--- config.mk ---
export PLATFORM = sky130hd
export DESIGN_NAME = moore_seq_detector
export DESIGN_NICKNAME = d
export VERILOG_FILES = /design/src/rtl/moore_seq_detector.sv
export SDC_FILE = /design/constraint.sdc
export NUM_CORES = 1
export LEC_CHECK = 0
export CAP_MARGIN = 20
export CORE_AREA = 4 4 41 43
export CTS_CLUSTER_SIZE = 24
export DETAILED_ROUTE_END_ITERATION = 10
export DIE_AREA = 0 0 45 47
export GPL_TIMING_DRIVEN = 1
export SLEW_MARGIN = 20
export SYNTH_ARGS = -nofsm -noshare
export SYNTH_HDL_FRONTEND = slang
export SYNTH_SLANG_ARGS = --single-unit
--- constraint.sdc ---
create_clock -name clock -period 2.3 [get_ports clock]
set_input_delay 0.69 -clock clock [delete_from_list [all_inputs] [get_ports clock]]
set_output_delay 0.69 -clock clock [all_outputs]
set_load 0.02 [all_outputs]
--- src/rtl/moore_seq_detector.sv ---
// Moore sequence detector with KMP-style fallback; the transition table is built at elaboration.
// Define SEQ_DET_COUNT_EN to add the saturating det_count output and its counter.
module moore_seq_detector #(
  parameter int             N       = 4,
  parameter logic [N-1:0]   PATTERN = 4'b1011,
  parameter bit             OVERLAP = 1'b1
) (
  input  logic       clock,
  input  logic       reset,
  input  logic       x_in,
  input  logic       x_valid,
  input  logic       clear,
  output logic [3:0] y_out,
  output logic       detect
`ifdef SEQ_DET_COUNT_EN
  ,
  output logic [7:0] det_count
`endif
);

  typedef logic [3:0] state_t;

  localparam state_t FULL = state_t'(N);

  // Longest pattern prefix that is a suffix of (first k pattern bits, b).
  function automatic state_t longest_match(input int k, input logic b);
    int pat;
    int seq;
    int len;
    pat = int'(PATTERN);
    seq = ((pat >> (N - k)) << 1) | int'(b);
    len = (k + 1 > N) ? N : k + 1;
    for (int j = len; j >= 1; j--) begin
      if ((seq & ((1 << j) - 1)) == (pat >> (N - j)))
        return state_t'(j);
    end
    return '0;
  endfunction

  function automatic logic [2*(N+1)*4-1:0] build_table();
    logic [2*(N+1)*4-1:0] tbl;
    int src;
    tbl = '0;
    for (int k = 0; k <= N; k++) begin
      src = (k == N && !OVERLAP) ? 0 : k;
      for (int b = 0; b < 2; b++)
        tbl[(2*k + b)*4 +: 4] = longest_match(src, b[0]);
    end
    return tbl;
  endfunction

  localparam logic [2*(N+1)*4-1:0] NEXT_TABLE = build_table();

  state_t state;
  state_t state_next;

  always_ff @(posedge clock or negedge reset) begin
    if (!reset)
      state <= '0;
    else
      state <= state_next;
  end

  always_comb begin
    state_next = state;
    if (clear)
      state_next = '0;
    else if (x_valid)
      state_next = NEXT_TABLE[(2*int'(state) + int'(x_in))*4 +: 4];
  end

  always_comb begin
    y_out  = state;
    detect = (state == FULL);
  end

`ifdef SEQ_DET_COUNT_EN
  // A hit is entering SN, or a valid bit re-entering SN (only possible with overlap).
  logic count_hit;
  assign count_hit = (state_next == FULL) && ((state != FULL) || x_valid);

  always_ff @(posedge clock or negedge reset) begin
    if (!reset)
      det_count <= '0;
    else if (clear)
      det_count <= '0;
    else if (count_hit && det_count != 8'hFF)
      det_count <= det_count + 8'd1;
  end
`endif

endmodule

==> flow_summary.toml <==
[timing]
setup_viol = 0
setup_ws_ns = 0.296
hold_viol_final = 0
tns_ns = 0
finClkSkew_ns = 0.00497
post-route-period-util = 0.871
min_period_ns = 2.00
rsz0062_at_grt = "false"
max_freq_mhz = 499
finalMaxSlewViolations = 0

[routing]
num_vias = 208
drc = 0
drt_wl_total_um = 494
dr.pass1.iters = 2
drt-vias-per-instance = 4.00
ant_nets = 0
drt_iter0_drc = 2
wl_per_cell_um = 9.50

[setup_path]
crit_slowest_cell = "clkdlybuf4s50_1"
path_buf_inv = 1
crit_family = "buffers and inverters"
end_kind = "primary output"
slowest_delay_ns = 0.64
cp.required_ns = 1.61
critPathLaunchType = "register"
r2r_start = "y_out[0]$_DFFE_PN0P_"
crit_chain = "clkdlybuf4s50_1"
path_class = "register to primary output"
critPathArrivalTime_ns = 1.31
path_max_fanout = 7
crit_start = "y_out[1]$_DFFE_PN0P_"

[pwr]
pwr-share-clk = 0.518
sw_frac_of_total = 0.247
combPwrFrac = 0.161
leakagePower_nw = 0.182
switchingPower_w = 0.0000445
ir_drop_uv = 92.6
pwr-share-seq = 0.321
p_total_w = 0.000180
p_int_w = 0.000135
p_per_area_nw_per_um2 = 491

[outcome]
status = "complete, no violations"

[clock_network]
post-cts-setup-buffers = 0
clk_pin_slew_ns = 0.04
tritoncts = "built"
clockBufferDepth = 2
root_buffer = "clkbuf_4"
cts.htree.levels = 1
insertion_delay_ns = 0.23
numCtsBuffers = 3
cts.sink_count = 3

[job]
drv_cap = 0

[place]
post-place-ws_ns = 0.210
placed_area_um2 = 338
numPortBuffers = 8
hpwl_um = 398
gp_congestion = 0.679

[floorplanning]
die_area_um2 = 2120
num_rows = 13
io_pins = 10
die_height_um = 47
start_util = 0.188
design.core.area_um2 = 1300
die_w_um = 45

[min_path]
hp-class = "primary input to asynchronous set/reset pin"

[synthesis]
ys_types = 17
syn_inst = 26
ys_ff_latch = 3
ys_warn_count = 0
synth_top_area_share = 0.308
synthesis.area_um2 = 244
synth_area_per_cell_um2 = 9.38
yosys.area.top_type = "dfrtp_1"
ys_seq_area_frac = 0.308
syn-num-nets = 35
ys_top_cells_by_area = "dfrtp_1 (31%), ha_1 (21%), inv_1 (4.6%), a21oi_1 (4.1%), mux2i_1 (4.1%)"

[final_layout]
multi_input_area_um2 = 145
seqCellArea_um2 = 75.1
antennaDiodeCount = 0
fillers = 152
largest_reg_flops = 3
drive_above_1_share = 0.162
final_area_um2 = 367
area_growth_pct = 50.3
nets = 47

[grt]
global_route.usage.total = 0.0625
gr-total-overflow = 0
antenna_found_initial = 0
grt_first_pass_wirelength_um = 855
first_global_vias = 214
grt_start_max_net_pins = 8
[kinds of logic after synthesis]
logic type	count (synthesis)	synth area share
buffers and inverters	5	0.0974
flip-flops	3	0.308
multiplexers	1	0.0410
AO/OA/AOI/OAI	5	0.138
other	1	0.0154
XOR/XNOR	1	0.0359
AND/OR/NAND/NOR	6	0.159
adder cells (fa/ha/maj)	4	0.205
[timing repair]
| action | CTS | global route |
|---|---|---|
| endpoints found under the setup margin | 0 | 1 |
| gates resized for setup | 0 | 1 |
| hold buffers | 0 | 0 |
| endpoints found under the hold margin | 0 | 0 |
[power by group through the flow]
stage | Sequential, W | Combinational [W] | Clock [W]
2_1_floorplan | 0.0000602 | 0.0000132 | 0
3_3_place_gp | 0.0000586 | 0.0000288 | 0
3_5_place_dp | 0.0000587 | 0.0000290 | 0
4_1_cts | 0.0000579 | 0.0000293 | 0.0000986
5_1_grt | 0.0000582 | 0.0000324 | 0.000105
6_report | 0.0000578 | 0.0000289 | 0.0000932
[layer usage]
metal  up-vias  global-route usage  part of all wire
li1        107                   -                 -
met1        94              0.0569              0.35
met2         7              0.0989              0.52
met3         0              0.0268              0.13
met4         0              0.0702                 0
met5         -                   0                 0
[area by class of cell]
| cell class | count | share of cell area |
|---|---|---|
| Clock buffer | 4 | 0.0717 |
| Tap cell | 15 | 0.0512 |
| Inverter | 3 | 0.0307 |
| Sequential cell | 3 | 0.205 |
| Timing Repair Buffer | 9 | 0.246 |
| Multi-Input combinational cell | 18 | 0.396 |
[synth_stat cells]
cell type,number
o21ai_0,1
or3_1,1
and2b_2,1
mux2i_1,1
nor3b_1,1
buf_4,1
o31a_2,1
nand2_1,2
xor2_1,1
inv_1,3
ha_1,4
dfrtp_1,3
conb_1,1
nand4b_1,1
a21oi_1,2
a221oi_1,1
clkbuf_2,1
[worst paths after layout]
path | endpoint | slack (ns) | cells past startpoint
setup / recovery | y_out[1] | 0.30 | 1
hold / removal | y_out[0]$_DFFE_PN0P_ | 0.64 | 1
setup reg to reg | y_out[1]$_DFFE_PN0P_ | 0.98 | 5
hold reg to reg | y_out[1]$_DFFE_PN0P_ | 0.65 | 2
max in group asynchronous | y_out[2]$_DFFE_PN0P_ | 1.51 | 1
min in group clock | y_out[1]$_DFFE_PN0P_ | 0.65 | 2
[per-stage QoR]
stage / utilization / std cells / hold WS, ns
after floorplan: - / 26 / 0.394
after global placement: 0.260 / 48 / 0.655
after detailed placement: 0.260 / 48 / 0.644
after CTS: 0.280 / 52 / 0.639
after global routing: 0.282 / 52 / 0.641
final: 0.282 / 52 / 0.641
[layout by cell type, fill, tap and decap left out, drive strengths merged]
master,synthesis,final
a21oi,2,2
a221oi,1,1
and2b,1,1
buf,1,1
clkbuf,1,4
clkdlybuf4s50,0,7
conb,1,1
dfrtp,3,3
dlymetal6s2s,0,1
ha,4,4
inv,3,3
mux2i,1,1
nand2,2,2
nand4b,1,1
nor3b,1,1
o21ai,1,1
o31a,1,1
or3,1,1
xor2,1,1
(Power assumes the default switching activity.)
